<file path="config.mk">
export PLATFORM = sky130hd
export DESIGN_NAME = ldst_sequencer
export DESIGN_NICKNAME = d
export VERILOG_FILES = /design/src/rtl/ldst_sequencer.sv
export SDC_FILE = /design/constraint.sdc
export NUM_CORES = 1
export LEC_CHECK = 0
export BUFFER_PORTS_ARGS = -buffer_cell sky130_fd_sc_hd__buf_2
export CORE_MARGIN = 1.5
export CORE_UTILIZATION = 27
export CTS_BUF_LIST = sky130_fd_sc_hd__clkbuf_16
export DETAILED_ROUTE_END_ITERATION = 10
export GPL_TIMING_DRIVEN = 0
export SETUP_SLACK_MARGIN = 0.1
export SLEW_MARGIN = 30
export SYNTH_ARGS = -nofsm -noshare
export SYNTH_HDL_FRONTEND = slang
export SYNTH_SLANG_ARGS = --single-unit
</file>
<file path="constraint.sdc">
create_clock -name clk -period 2 [get_ports clk]
set_input_delay 0.2 -clock clk [delete_from_list [all_inputs] [get_ports clk]]
set_output_delay 0.2 -clock clk [all_outputs]
set_load 0.02 [all_outputs]
</file>
<file path="src/rtl/ldst_sequencer.sv">
// ldst_sequencer
// Control-step generator for instruction fetch plus the memory-class
// instructions ld, ldi and st. It replaces hand-driven control between the
// instruction register and the datapath.
//
// Optional feature macro: SINGLE_STEP_EN
//   When defined, the input step_req is added. A state transition or
//   wait-counter decrement happens only on edges where step_req = 1;
//   otherwise the machine holds and its outputs stay asserted.
//
// Ports:
//   clk      system clock, rising edge
//   clr      asynchronous active-high reset (forces IDLE, all outputs 0)
//   run      start request, sampled in IDLE and DONE
//   opcode   IR opcode field, latched into op_q when T3 is left
//   step_req single-step qualifier (SINGLE_STEP_EN only)
//   busy     high in every state except IDLE
//   done     one-cycle pulse in DONE
//   illegal  high with done when the latched opcode is not ld/ldi/st
//   step     IDLE=0, T0..T7=1..8, DONE=9 (wait cycles report their step)
//   PCout..ramWE  per-step datapath strobes, decoded from registered state
module ldst_sequencer #(
    parameter int                  OPCODE_W = 5,
    parameter logic [OPCODE_W-1:0] OP_LD    = OPCODE_W'(0),
    parameter logic [OPCODE_W-1:0] OP_LDI   = OPCODE_W'(1),
    parameter logic [OPCODE_W-1:0] OP_ST    = OPCODE_W'(2),
    parameter int                  MEM_WAIT = 0,
    parameter int                  WAIT_W   = 4
) (
    input  logic                clk,
    input  logic                clr,
    input  logic                run,
    input  logic [OPCODE_W-1:0] opcode,
`ifdef SINGLE_STEP_EN
    input  logic                step_req,
`endif
    output logic                busy,
    output logic                done,
    output logic                illegal,
    output logic [3:0]          step,
    output logic                PCout,
    output logic                MARin,
    output logic                IncPC,
    output logic                ZLowIn,
    output logic                ZHighIn,
    output logic                ZLowout,
    output logic                PCin,
    output logic                Read,
    output logic                MDRin,
    output logic                MDRout,
    output logic                IRin,
    output logic                Grb,
    output logic                Gra,
    output logic                BAout,
    output logic                Yin,
    output logic                Cout,
    output logic                Rin,
    output logic                Rout,
    output logic                ramWE
);

    // State codes double as the reported step number.
    typedef enum logic [3:0] {
        S_IDLE = 4'd0, S_T0 = 4'd1, S_T1 = 4'd2, S_T2 = 4'd3, S_T3 = 4'd4,
        S_T4   = 4'd5, S_T5 = 4'd6, S_T6 = 4'd7, S_T7 = 4'd8, S_DONE = 4'd9
    } state_t;

    localparam logic [WAIT_W-1:0] MEM_WAIT_C = WAIT_W'(MEM_WAIT);

    state_t              state_q, state_d, nxt;
    logic [WAIT_W-1:0]   wait_q, wait_d;
    logic [OPCODE_W-1:0] op_q, op_d;
    logic                adv, is_ld, is_ldi, is_st, hold;

    function automatic logic legal_op(input logic [OPCODE_W-1:0] op);
        return (op == OP_LD) || (op == OP_LDI) || (op == OP_ST);
    endfunction

    // Steps whose duration is stretched by MEM_WAIT: the fetch read, the ld
    // operand read and the st memory write.
    function automatic logic wait_step(input state_t s, input logic ld, input logic st);
        return (s == S_T1) || (s == S_T6 && ld) || (s == S_T7 && st);
    endfunction

`ifdef SINGLE_STEP_EN
    assign adv = step_req;
`else
    assign adv = 1'b1;
`endif

    assign is_ld  = (op_q == OP_LD);
    assign is_ldi = (op_q == OP_LDI);
    assign is_st  = (op_q == OP_ST);
    assign hold   = wait_step(state_q, is_ld, is_st) && (wait_q != '0);

    always_ff @(posedge clk or posedge clr) begin
        if (clr) begin
            state_q <= S_IDLE;
            wait_q  <= '0;
            op_q    <= '0;
        end else begin
            state_q <= state_d;
            wait_q  <= wait_d;
            op_q    <= op_d;
        end
    end

    always_comb begin
        nxt     = state_q;
        state_d = state_q;
        wait_d  = wait_q;
        op_d    = op_q;
        case (state_q)
            S_IDLE: if (run) nxt = S_T0;
            S_T0:   nxt = S_T1;
            S_T1:   nxt = S_T2;
            S_T2:   nxt = S_T3;
            S_T3:   nxt = legal_op(opcode) ? S_T4 : S_DONE;
            S_T4:   nxt = S_T5;
            S_T5:   nxt = is_ldi ? S_DONE : S_T6;
            S_T6:   nxt = S_T7;
            S_T7:   nxt = S_DONE;
            S_DONE: nxt = run ? S_T0 : S_IDLE;
            default: nxt = S_IDLE;
        endcase
        if (adv) begin
            if (hold) begin
                wait_d = wait_q - 1'b1;
            end else begin
                state_d = nxt;
                // op_q is already valid for T6/T7 entry, since T3 precedes them.
                wait_d  = wait_step(nxt, is_ld, is_st) ? MEM_WAIT_C : '0;
                if (state_q == S_T3) op_d = opcode;
            end
        end
    end

    // Moore decode: state_q, wait_q and op_q only.
    always_comb begin
        {PCout, MARin, IncPC, ZLowIn, ZHighIn, ZLowout, PCin, Read, MDRin,
         MDRout, IRin, Grb, Gra, BAout, Yin, Cout, Rin, Rout, ramWE} = '0;
        done    = 1'b0;
        illegal = 1'b0;
        busy    = (state_q != S_IDLE);
        step    = state_q;
        case (state_q)
            S_T0: begin PCout = 1'b1; MARin = 1'b1; IncPC = 1'b1; ZLowIn = 1'b1; end
            S_T1: begin
                ZLowout = 1'b1;
                Read    = 1'b1;
                PCin    = (wait_q == MEM_WAIT_C); // first cycle of the step
                MDRin   = (wait_q == '0);         // last cycle of the step
            end
            S_T2: begin MDRout = 1'b1; IRin = 1'b1; end
            S_T3: begin Grb = 1'b1; BAout = 1'b1; Yin = 1'b1; end
            S_T4: begin Cout = 1'b1; ZHighIn = 1'b1; ZLowIn = 1'b1; end
            S_T5: begin
                ZLowout = 1'b1;
                if (is_ldi) begin Gra = 1'b1; Rin = 1'b1; end
                else        MARin = 1'b1;
            end
            S_T6: begin
                if (is_ld) begin
                    Read  = 1'b1;
                    MDRin = (wait_q == '0);
                end else if (is_st) begin
                    Gra = 1'b1; Rout = 1'b1; MDRin = 1'b1;
                end
            end
            S_T7: begin
                if (is_ld)      begin MDRout = 1'b1; Gra = 1'b1; Rin = 1'b1; end
                else if (is_st) ramWE = 1'b1;
            end
            S_DONE: begin
                done    = 1'b1;
                illegal = !legal_op(op_q);
            end
            default: ;
        endcase
    end

endmodule

</file>
==> flow_summary.toml, run 1 <==
[run_status]
status = "finished clean"

[placed_design]
routabilityCongestion = 0.8327
io_buffers = 33
dpl.hpwl_um = 2044
dp.cells = 186
pre_cts_ws_ns = 0.07964

[floorplanning]
start_util_pct = 28.39
row_count = 21
die_area_mm2 = 0.003901
fp.coreArea_mm2 = 0.003363
fp.dieH_um = 62.46
fp.dieW_um = 62.46
pin_count = 34

[min_path]
min_from = "opcode[1]"
min_path_type = "in -> reg"

[clocking]
cts_inserted_buffers = 3
cts.sinks = 13
clk_latency_ns = 0.24
htree_levels = 1
clk_pin_slew_worst_paths_ns = 0.05
cts_tree = "built"
clockRootBuffer = "clkbuf_16"
cts_max_path_buffers = 2

[routing]
routed_wl_um = 2901
drc = 0
ant_nets = 0
vias = 1009
drt-initial-drc-count = 17
first_pass_iters = 4
via_per_inst = 5.070
wl_per_cell_um = 14.58

[layout]
drive_gt1_share_pct = 56.21
antenna_cells = 0
fin_nets = 163
fin_cells = 199
area_growth_pct = 53.87

[logic_synthesis]
ys.flop_type = "dfrtp_1"
synth_top_area_share_pct = 34.08
ys_types = 43
synth_cells = 107
yosysSeqAreaShare_pct = 34.08
yosysWarningCount = 0
synthTopCellsByCount = "nor2_1, dfrtp_1"
synth.net_count = 116
synth_edf_count = 0
synth_area_leader_cell = "dfrtp_1"
synth.cell_area_um2 = 954.7
yosysMostFrequentCell = "nor2_1"
ys_ff_latch = 13
ys_async_sr_fraction_pct = 100.0
syn_avg_cell_area_um2 = 8.922
yosys-top-cells-area = "dfrtp_1, nor2_1, mux2_2, buf_4, xnor2_1"

[critical_path]
crit_type = "reg -> out"
reg2reg_from = "op_q[4]"
cp-startpoint = "op_q[4]"
crit_path_start_kind = "flip-flop"
worstPathArrival_ns = 1.76
critical_path_required_ns = 1.80
cp-end-kind = "output pin"
worstPathMaxFanout = 4

[grt]
grt-ovfl-total = 0
grtUsageTotal_pct = 14.53
grt_max_degree = 14
grt_pass1_vias = 949
antenna_found_initial = 0
grt_pass1_wl_um = 4567

[sta]
hold_violations = 0
clock_skew_ns = 0.002986
tightest_slew_ns = 0.7701
grt_setup_unrepaired = "true"
setup_tns_ns = 0
fin_ws_ns = 0.03701
slew_headroom_pct = 47.33
drv_slew = 0
fin_crit_ns = 1.963
finalSetupViolCount = 0
min_period_over_period_pct = 98.15
max_freq_mhz = 509.4

[power_and_ir_drop]
p_leak_nw = 0.6907
p_per_area_mw_per_mm2 = 1569
irDropWorstVdd_mv = 0.6365

[job]
max_cap_viol_count = 0
==> layout by cell type (no fill, tap or decap), types with 5 or more instances in the layout <==
| master | Yosys | final |
|---|---|---|
| dfrtp_1 | 13 | 8 |
| buf_4 | 5 | 11 |
| dfrtp_2 | 0 | 5 |
| buf_2 | 2 | 30 |
| nor2_1 | 18 | 14 |
| inv_1 | 5 | 6 |
| nand2b_1 | 5 | 5 |
| mux2_2 | 5 | 5 |
| buf_6 | 0 | 8 |
==> registers in the layout, indices dropped and copies added, names as in the netlist <==
name    cells
op_q        5
step        4
wait_q      4
==> worst max-delay path: stages (launching register included) <==
cell and delay, ns:
dfrtp_2 0.44, or4_4 0.56, o31ai_4 0.21, nand2b_1 0.09, o21ai_2 0.07, buf_6 0.14
==> final cells by class <==
cell class                 count  area, um2
buffer                        10      68.82
clock buffer                   3      75.07
clock inverter                 1      3.754
fill                         352       1894
inverter                       5      18.77
multi-input combinational     79      638.1
sequential                    13      331.6
tap                           46      57.56
timing repair buffer          42      275.3
==> power breakdown <==
part / total, mW / switching (mW) / internal, mW
logic: 1.44 / 0.818 / 0.626
clock network: 0.376 / 0.112 / 0.264
registers: 0.485 / 0.125 / 0.360
==> layer usage <==
layer,up-vias,track usage (%),routed length (um)
li1,476,-,-
met1,485,18.41,1245
met2,44,23.79,1436
met3,4,2.703,166
met4,0,6.944,53
met5,-,0,0
==> final timing paths <==
kind / slack (ns) / cells after the start / to
min in group asynchronous: 0.53 / 3 / op_q[0]
max: 0.04 / 5 / MDRin
max in group asynchronous: 1.09 / 3 / step[3]
min reg2reg: 0.46 / 1 / wait_q[0]
max reg2reg: 0.11 / 6 / step[0]
min: 0.21 / 2 / op_q[1]
==> cells by family (layout without fill, tap and decap cells) <==
group,Yosys count,in the layout,synth area share (%)
AND/OR/NAND/NOR,47,47,27.66
AO/OA/AOI/OAI,21,21,18.22
buffers and inverters,15,61,8.126
flip-flops,13,13,34.08
multiplexers,6,6,6.946
XOR/XNOR,4,4,3.669
adder cells (fa/ha/maj),1,1,1.310
==> stage by stage <==
step           utilization (%)  hold slack (ns)  instance area, um2  total power, mW
6_report                 43.68           0.2103                1469            2.305
5_1_grt                  43.68           0.2072                1469            2.441
4_1_cts                  39.96           0.2043                1344            2.155
3_5_place_dp             35.42           0.2641                1191            1.667
3_3_place_gp             35.42           0.2485                1191            1.626
2_1_floorplan                -          0.07689               968.4            1.328
==> timing repair <==
| item | 4_1_cts | 5_1_grt |
|---|---|---|
| endpoints found under the hold margin | 1 | 0 |
| hold buffers | 1 | 0 |
| setup buffers | 3 | 5 |
| setup endpoints to repair | 13 | 11 |
| pin swaps | 3 | 5 |
| gates resized for setup | 13 | 25 |
(Power assumes the default switching activity.)
==> inputs of run 2 (changes only) <==
PLACE_DENSITY = 0.56   (was not set)
SLEW_MARGIN = not set   (was 30)
==> flow_summary.toml, run 2 (synthesized netlist as in run 1, its figures left out) <==
[critical_path]
crit_path_start_kind = "flip-flop"
cp-end-kind = "output pin"
crit_chain = "or4_4 -> o31ai_4 -> nand2b_1 -> o21ai_2 -> buf_6"
critical_path_required_ns = 1.80
ff2ff_path_depth = 6
worstPathArrival_ns = 1.73
reg2reg_to = "step[0]"
crit_path_max_incr_delay_ns = 0.58
crit_slowest_cell = "or4_4"
worstPathMaxFanout = 3
reg2reg_from = "op_q[2]"
ff2ff_setup_slack_ns = 0.13
crit_type = "reg -> out"
cp-startpoint = "op_q[2]"

[grt]
grt_max_degree = 14
grt-ovfl-total = 0
grt_pass1_vias = 964
grtUsageTotal_pct = 14.29
grt_pass1_wl_um = 4471
antenna_found_initial = 0

[clocking]
clk_pin_slew_worst_paths_ns = 0.05
htree_levels = 1
cts_tree = "built"
clockRootBuffer = "clkbuf_16"
cts_inserted_buffers = 3
clk_latency_ns = 0.24
cts.sinks = 13
cts_max_path_buffers = 2

[sta]
hold_violations = 13
setup_tns_ns = 0
fin_crit_ns = 1.929
finalSetupViolCount = 0
tightest_slew_ns = 0.7350
clock_skew_ns = 0.003649
grt_setup_unrepaired = "true"
min_period_over_period_pct = 96.44
max_freq_mhz = 518.5
slew_headroom_pct = 49.73
whs_ns = -0.01240
drv_slew = 0

[layout]
fin_cells = 207
drive_gt1_share_pct = 56.52
area_growth_pct = 60.81
final_area_mm2 = 0.001535
final_cell_mix = "buf_2, buf_4, nor2_1"
antenna_cells = 0
fin_nets = 171
largest-register = "op_q"
largest_register_ffs = 5
layout_commonest_cell = "buf_2"
utilization_pct = 45.65

[placed_design]
routabilityCongestion = 0.8450
io_buffers = 33
dp.cells = 186
placed_area_mm2 = 0.001191
dpl.hpwl_um = 1868

[floorplanning]
fp.coreArea_mm2 = 0.003363
fp.dieH_um = 62.46
die_area_mm2 = 0.003901
pin_count = 34
fp.dieW_um = 62.46
start_util_pct = 28.39
row_count = 21

[routing]
drt-initial-drc-count = 30
via_per_inst = 4.908
wl_per_cell_um = 13.04
routed_wl_um = 2699
vias = 1016
ant_nets = 0
first_pass_iters = 4
drc = 0

[power_and_ir_drop]
p_per_area_mw_per_mm2 = 1556
irDropWorstVdd_mv = 0.7642
p_leak_nw = 0.7347
p_total_mw = 2.389

[min_path]
min_path_type = "in -> async"

[job]
max_cap_viol_count = 0

[run_status]
violations = "negative hold slack"
status = "finished, violations left"
run 2: worst max-delay path: cells and delay by family (launching register included):
kind,cells,cell delay [ns]
simple gates,2,0.68
flops,1,0.39
compound gates,2,0.30
buf+inv,1,0.13
run 2: report_power, final:
| group | internal, mW | switching, mW | total (mW) |
|---|---|---|---|
| logic | 0.724 | 0.821 | 1.54 |
| clock network | 0.264 | 0.111 | 0.374 |
| registers | 0.356 | 0.114 | 0.470 |
run 2: worst max-delay path by stage:
stage,slack [ns],cells past startpoint,endpoint
after CTS,0.03,5,MDRin
after global routing,-0.03,7,MARin
after global placement,0.09,5,MDRin
final,0.07,5,MDRin
after detailed placement,0.08,4,step[0]
after floorplan,0.06,5,Gra
run 2: cell type report:
type	instances	area (um2)
fillers	344	1828
multi-input cells	79	640.6
repair buffers	50	339.1
flip-flops and latches	13	329.1
clock buffers	3	75.07
plain buffers	10	71.32
well taps	46	57.56
inverters	5	18.77
clock inverters	1	3.754
run 2: metal layers:
metal / track usage, % / share of wire (%) / up-vias
met5: 0 / 0 / -
met4: 4.167 / 0.93 / 0
met3: 3.423 / 7.4 / 3
met2: 25.40 / 49 / 51
met1: 17.02 / 43 / 471
li1: - / - / 491
run 2: what timing repair did:
| item | 4_1_cts | 5_1_grt |
|---|---|---|
| hold buffers | 0 | 0 |
| endpoints found under the hold margin | 0 | 0 |
| pin swaps | 5 | 4 |
| setup endpoints to repair | 13 | 13 |
| gates resized for setup | 14 | 22 |
| setup buffers | 6 | 11 |
run 2: stage by stage:
stage                     setup WS [ns]  hold WS, ns
after floorplan                 0.06448      0.07689
after global placement          0.08920       0.2558
after detailed placement        0.07587       0.2664
after CTS                       0.02621     0.008729
after global routing           -0.02778      0.03754
final                           0.07120     -0.01240
